==> config.mk <==
export PLATFORM = sky130hd
export DESIGN_NAME = regfile_wb_sched
export DESIGN_NICKNAME = d
export VERILOG_FILES = /design/src/rtl/regfile_wb_sched.sv
export SDC_FILE = /design/constraint.sdc
export NUM_CORES = 1
export LEC_CHECK = 0
export ABC_CLOCK_PERIOD_IN_PS = 4100
export CELL_PAD_IN_SITES_DETAIL_PLACEMENT = 0
export CELL_PAD_IN_SITES_GLOBAL_PLACEMENT = 1
export CORE_UTILIZATION = 27
export DETAILED_ROUTE_END_ITERATION = 8
export PLACE_DENSITY_LB_ADDON = 0.1
export REMOVE_ABC_BUFFERS = 1
export SETUP_SLACK_MARGIN = 0.3
export SLEW_MARGIN = 30
export SYNTH_ARGS = -nofsm -noshare
export SYNTH_HDL_FRONTEND = slang
export SYNTH_SLANG_ARGS = --single-unit
==> constraint.sdc <==
create_clock -name clk_i -period 4.1 [get_ports clk_i]
set_input_delay 0.615 -clock clk_i [delete_from_list [all_inputs] [get_ports clk_i]]
set_output_delay 0.615 -clock clk_i [all_outputs]
set_load 0.02 [all_outputs]
==> src/rtl/regfile_wb_sched.sv <==
// Register-file writeback scheduler: keeps a busy scoreboard for issued
// destinations and arbitrates two writeback sources (A = ALU, B = memory)
// round-robin onto a single registered regfile write port.
module regfile_wb_sched (
    input  logic        clk_i,
    input  logic        reset_i,
    input  logic        issue_valid_i,
    input  logic [2:0]  issue_dr_i,
    output logic        issue_ready_o,
    input  logic [2:0]  sr1_i,
    input  logic [2:0]  sr2_i,
    output logic        hazard_o,
    input  logic        req_a_i,
    input  logic        req_b_i,
    input  logic [2:0]  dr_a_i,
    input  logic [2:0]  dr_b_i,
    input  logic [15:0] data_a_i,
    input  logic [15:0] data_b_i,
    output logic        gnt_a_o,
    output logic        gnt_b_o,
    output logic        load_o,
    output logic [2:0]  dr_o,
    output logic [15:0] wr_data_o,
    output logic [7:0]  busy_o,
    output logic [3:0]  pend_cnt_o
);

    // Round-robin pointer values: which requester wins a contested cycle.
    localparam logic RR_A = 1'b0;
    localparam logic RR_B = 1'b1;

    logic [7:0]  busy_q, busy_d;
    logic [3:0]  pend_cnt_q, pend_cnt_d;
    logic        load_q, load_d;
    logic [2:0]  dr_q, dr_d;
    logic [15:0] wr_data_q, wr_data_d;
    logic        rr_q, rr_d;
    logic        issue_accept;

    assign issue_ready_o = ~busy_q[issue_dr_i];
    assign hazard_o      = busy_q[sr1_i] | busy_q[sr2_i];
    assign issue_accept  = issue_valid_i & issue_ready_o;

    // Same-cycle grant: a lone requester always wins, contention goes to the pointer.
    always_comb begin
        gnt_a_o = 1'b0;
        gnt_b_o = 1'b0;
        if (req_a_i && (!req_b_i || rr_q == RR_A)) begin
            gnt_a_o = 1'b1;
        end else if (req_b_i) begin
            gnt_b_o = 1'b1;
        end
    end

    // Next state for the write port, pointer and scoreboard.
    always_comb begin
        rr_d      = rr_q;
        load_d    = gnt_a_o | gnt_b_o;
        dr_d      = dr_q;
        wr_data_d = wr_data_q;
        if (gnt_a_o) begin
            rr_d      = RR_B;
            dr_d      = dr_a_i;
            wr_data_d = data_a_i;
        end else if (gnt_b_o) begin
            rr_d      = RR_A;
            dr_d      = dr_b_i;
            wr_data_d = data_b_i;
        end

        // Clear on the edge ending the Load cycle; an accepted issue is always
        // to a non-busy bit, so applying the set last never loses a pending write.
        busy_d = busy_q;
        if (load_q) begin
            busy_d[dr_q] = 1'b0;
        end
        if (issue_accept) begin
            busy_d[issue_dr_i] = 1'b1;
        end

        pend_cnt_d = '0;
        for (int i = 0; i < 8; i++) begin
            pend_cnt_d = pend_cnt_d + {3'b000, busy_d[i]};
        end
    end

    // State registers; reset discards any in-flight grant or issue.
    always_ff @(posedge clk_i) begin
        if (reset_i) begin
            busy_q     <= '0;
            pend_cnt_q <= '0;
            load_q     <= 1'b0;
            dr_q       <= '0;
            wr_data_q  <= '0;
            rr_q       <= RR_A;
        end else begin
            busy_q     <= busy_d;
            pend_cnt_q <= pend_cnt_d;
            load_q     <= load_d;
            dr_q       <= dr_d;
            wr_data_q  <= wr_data_d;
            rr_q       <= rr_d;
        end
    end

    assign load_o     = load_q;
    assign dr_o       = dr_q;
    assign wr_data_o  = wr_data_q;
    assign busy_o     = busy_q;
    assign pend_cnt_o = pend_cnt_q;

endmodule
==> results.env <==
SYN-MEAN-INSTANCE-AREA_UM2=9.71
CRITICAL_PATH_PEAK_FANOUT=5
GRT_OVERFLOW_TOTAL=0
FINAL-MAX-SLEW-VIOLATION-COUNT=0
TRITONCTS_CLOCK_TREE='done'
CELL_INTERNAL_POWER_W=0.000615
ROWS=30
CRITPATHCAPTURETYPE='flop'
YOSYSSEQAREASHARE_PCT=35.1
DIE_WIDTH_UM=85.5
CLOCK.FMAX_GHz=0.267
WORST_SLEW_MARGIN_REL_PCT=64.3
CLOCK_SHARE_OF_POWER_PCT=26.8
SEQUENTIALPOWERSHARE_PCT=42.0
ROUTED_WIRELENGTH_NORMALIZED_BY_INSTANCE_COUNT_UM=14.9
SWITCHING_SHARE_PCT=28.8
OUTCOME='completed'
CPLARGESTDELAYFAMILY='adder cells'
PLACE.PORT_BUFFERS=87
CLOCK_PATH_BUFFERS=2
RSZ0062_AT_GRT='yes'
FINALNETCOUNT=355
CLOCK_SINKS=33
WORST-PATH-BUF-INV=5
SETUP.WORST_PATH.CLASS='in2reg'
FIN_SKEW_NS=0.00171
CTS.REPORTEDPATHS.CLKPINSLEW_NS=0.06
WORSTPATHCELLLIST='buf_6, mux2_4, a222oi_1, buf_4, a41o_1, fa_1, inv_2, fa_1, fa_1, inv_1, ha_2, inv_2, fa_1, xor2_1, nor2_1'
SYNTH_ENABLE_FLOP_CELLS=0
COUNT_OF_H_TREE_LEVELS_BUILT_DURING_CTS=2
COMB_POWER_SHARE_PCT=31.2
FINALWORSTPATHREQUIREDPERIOD_NS=3.74
TIMING.HOLD.WORST.CLASS='reg2reg'
POSTROUTEWIRELENGTH_UM=5620
SETUP-VIOLATIONS-FINAL=0
REQUIRED_TIME_WORST_ENDPOINT_NS=4.31
HPWL_UM=4270
SYN-CELL-AREA_UM2=1880
NUMBER_OF_GLOBAL_ROUTE_VIAS_BEFORE_REPAIR=1822
DRT-INITIAL-DRC-COUNT=66
P_SWITCHING_W=0.000249
FINAL_ANTENNA_VIOLATING_NET_COUNT=0
DRT-PASS1-ITER-COUNT=4
CRITICAL_PATH.MAX_STAGE_DELAY_NS=0.45
DRT_DRC_VIOLATIONS_LEFT=0
CTS_ROOT_BUF='clkbuf_8'
MOST_FREQUENT_STANDARD_CELL_IN_THE_LAYOUT_EXCLUDING_FILL_AND_TAP_CELLS='clkdlybuf4s50_1'
SYNTH-SEQ-CELLS=33
SYNTHCELLS=194
PERIOD_UTILISATION_LAYOUT_PCT=91.3
MAX_SLEW.WORST_PIN.SLEW_NS=0.533
SYNTH.DISTINCT_CELLS=37
CRIT_PATH_START_KIND='input port'
ASYNC_RESET_FF_SHARE_PCT=0
ANTENNA_FOUND_INITIAL=0
CRIT_SLOWEST_CELL='fa_1'
SOURCE_TO_SINK_CLOCK_DELAY_AT_THE_LATER_PIN_OF_THE_WORST_SKEW_PAIR_NS=0.27
FIN_SETUP_TNS_NS=0
DESIGN.PORTCOUNT=88
GRT.TOTAL_USAGE_PCT=16.3
PLACE_CONGESTION=0.776
LEAKAGE_nW=1.27
YOSYSWARNINGCOUNT=0
INITIAL_CORE_UTILIZATION_PCT=27.9
TIMING.MAX_CAP.VIOLATIONS=0
WORST_IR_DROP_VDD_uV=139
FINAL_AREA_UM2=3050
PLACED_AREA_UM2=2930
FINAL_HOLD_VIOL_COUNT=0
ANTENNADIODECOUNT=0
MOSTFREQUENTLAYOUTCELLS='84 x clkdlybuf4s50_1, 33 x dfxtp_1, 26 x nor2_1, 23 x mux2i_1, 23 x buf_4'
CRITPATHMOSTFREQUENTCELL='fa_1'
ROUTED_VIA_DENSITY=4.82
DR_TOTAL_VIAS=1816
SYNTH_FLOP_CELL='dfxtp_1'
PWR_DENSITY_CELL_nW_PER_UM2=283
FIRST_PASS_GRT_WIRE_LENGTH_UM=9350
ARRIVAL_NS=3.95
GRT_START_MAX_NET_PINS=39
SYNTHTOLAYOUTAREAGROWTH_PCT=62.0
FLOORPLAN.CORE_AREA_UM2=6760
CTS-BUFFERS-INSERTED=5
DIE_HEIGHT_UM=85.5
AREA_OF_THE_DIE_UM2=7320
POST_CTS_HOLD_BUFFER_COUNT=0
LAYOUT_CELLS_SIZED_ABOVE_1_PCT=14.8
power by group through the flow:
| stage | Combinational, W | Clock (W) | Sequential [W] |
|---|---|---|---|
| 3_5_place_dp | 0.000265 | 0 | 0.000369 |
| 6_report | 0.000269 | 0.000232 | 0.000363 |
| 2_1_floorplan | 0.0000860 | 0 | 0.000396 |
| 4_1_cts | 0.000270 | 0.000244 | 0.000363 |
| 3_3_place_gp | 0.000266 | 0 | 0.000370 |
| 5_1_grt | 0.000293 | 0.000258 | 0.000366 |
worst register-to-register path, stage by stage, from the launching register on:
cell and delay [ns]:
dfxtp_1 0.37, mux2_4 0.29, a222oi_1 0.30, buf_4 0.19
a41o_1 0.17, fa_1 0.44, inv_2 0.07, fa_1 0.40
fa_1 0.45, inv_1 0.07, ha_2 0.18, inv_2 0.04
fa_1 0.36, xor2_1 0.15, nor2_1 0.10
worst paths after layout:
kind / startpoint / end / cells after the start / slack (ns)
max: issue_dr_i[0] / pend_cnt_o[2]$_SDFF_PP0_ / 15 / 0.36
min: rr_q$_SDFFE_PP0P_ / rr_q$_SDFFE_PP0P_ / 2 / 0.53
max reg2reg: busy_o[0]$_SDFF_PP0_ / pend_cnt_o[2]$_SDFF_PP0_ / 14 / 0.46
min reg2reg: rr_q$_SDFFE_PP0P_ / rr_q$_SDFFE_PP0P_ / 2 / 0.53
sequential cells by signal (all words and copies together) (netlist names):
register and count:
dr_o 3, busy_o 8, rr_q 1, pend_cnt_o 4, load_o 1, wr_data_o 16
per-layer routing:
layer	GRT usage (%)	vias up	routed length, µm	part of all wire [%]
met1	21.1	840	2570	46
li1	-	916	-	-
met3	4.62	5	362	6.4
met2	26.9	55	2640	47
met4	4.09	0	48	0.85
met5	0	-	0	0
kinds of logic (layout without fill, tap and decap cells):
kind of cell	count (synthesis)	after routing	share of synthesized area, %
multiplexers	30	30	19.0
buffers and inverters	25	128	5.64
AO/OA/AOI/OAI	47	47	19.8
adder cells (fa/ha/maj)	7	7	6.24
XOR/XNOR	1	1	0.465
flip-flops	33	33	35.1
AND/OR/NAND/NOR	51	51	13.8
Yosys cell counts (3+ instances only):
| master | count | area, µm² |
|---|---|---|
| ha_1 | 3 | 37.5 |
| a211oi_1 | 19 | 143 |
| nor2b_1 | 4 | 25.0 |
| fa_1 | 4 | 80.1 |
| nor2_1 | 27 | 101 |
| a22o_1 | 4 | 35.0 |
| o21a_1 | 4 | 30.0 |
| nand2_1 | 5 | 18.8 |
| inv_1 | 10 | 37.5 |
| mux2i_1 | 23 | 230 |
| a41o_1 | 4 | 40.0 |
| dfxtp_1 | 33 | 661 |
| o21ai_0 | 3 | 15.0 |
| clkbuf_1 | 10 | 37.5 |
| o31a_1 | 4 | 35.0 |
| mux4_2 | 4 | 90.1 |
| nand2b_1 | 4 | 25.0 |
final cells by class:
cell class | count | area (µm²)
Clock buffer | 8 | 80.1
Fill cell | 726 | 3700
Inverter | 10 | 37.5
Multi-Input combinational cell | 136 | 1130
Sequential cell | 33 | 661
Tap cell | 80 | 100
Timing Repair Buffer | 110 | 1040
stage by stage:
step	setup slack (ns)	utilization [%]	instances	power (W)	hold slack, ns
after global placement	-0.456	43.4	365	0.000636	0.508
after CTS	0.312	44.9	376	0.000876	0.529
final	0.359	45.2	377	0.000864	0.527
after floorplan	-0.301	-	179	0.000482	0.489
after detailed placement	-0.486	43.4	365	0.000635	0.511
after global routing	0.259	45.2	377	0.000917	0.567
what timing repair did:
action,in CTS,in global routing
setup endpoints to repair,4,2
setup buffers,3,1
resized for setup,10,8
gates cloned,0,0
pin swaps,5,2
(Power assumes the default switching activity.)
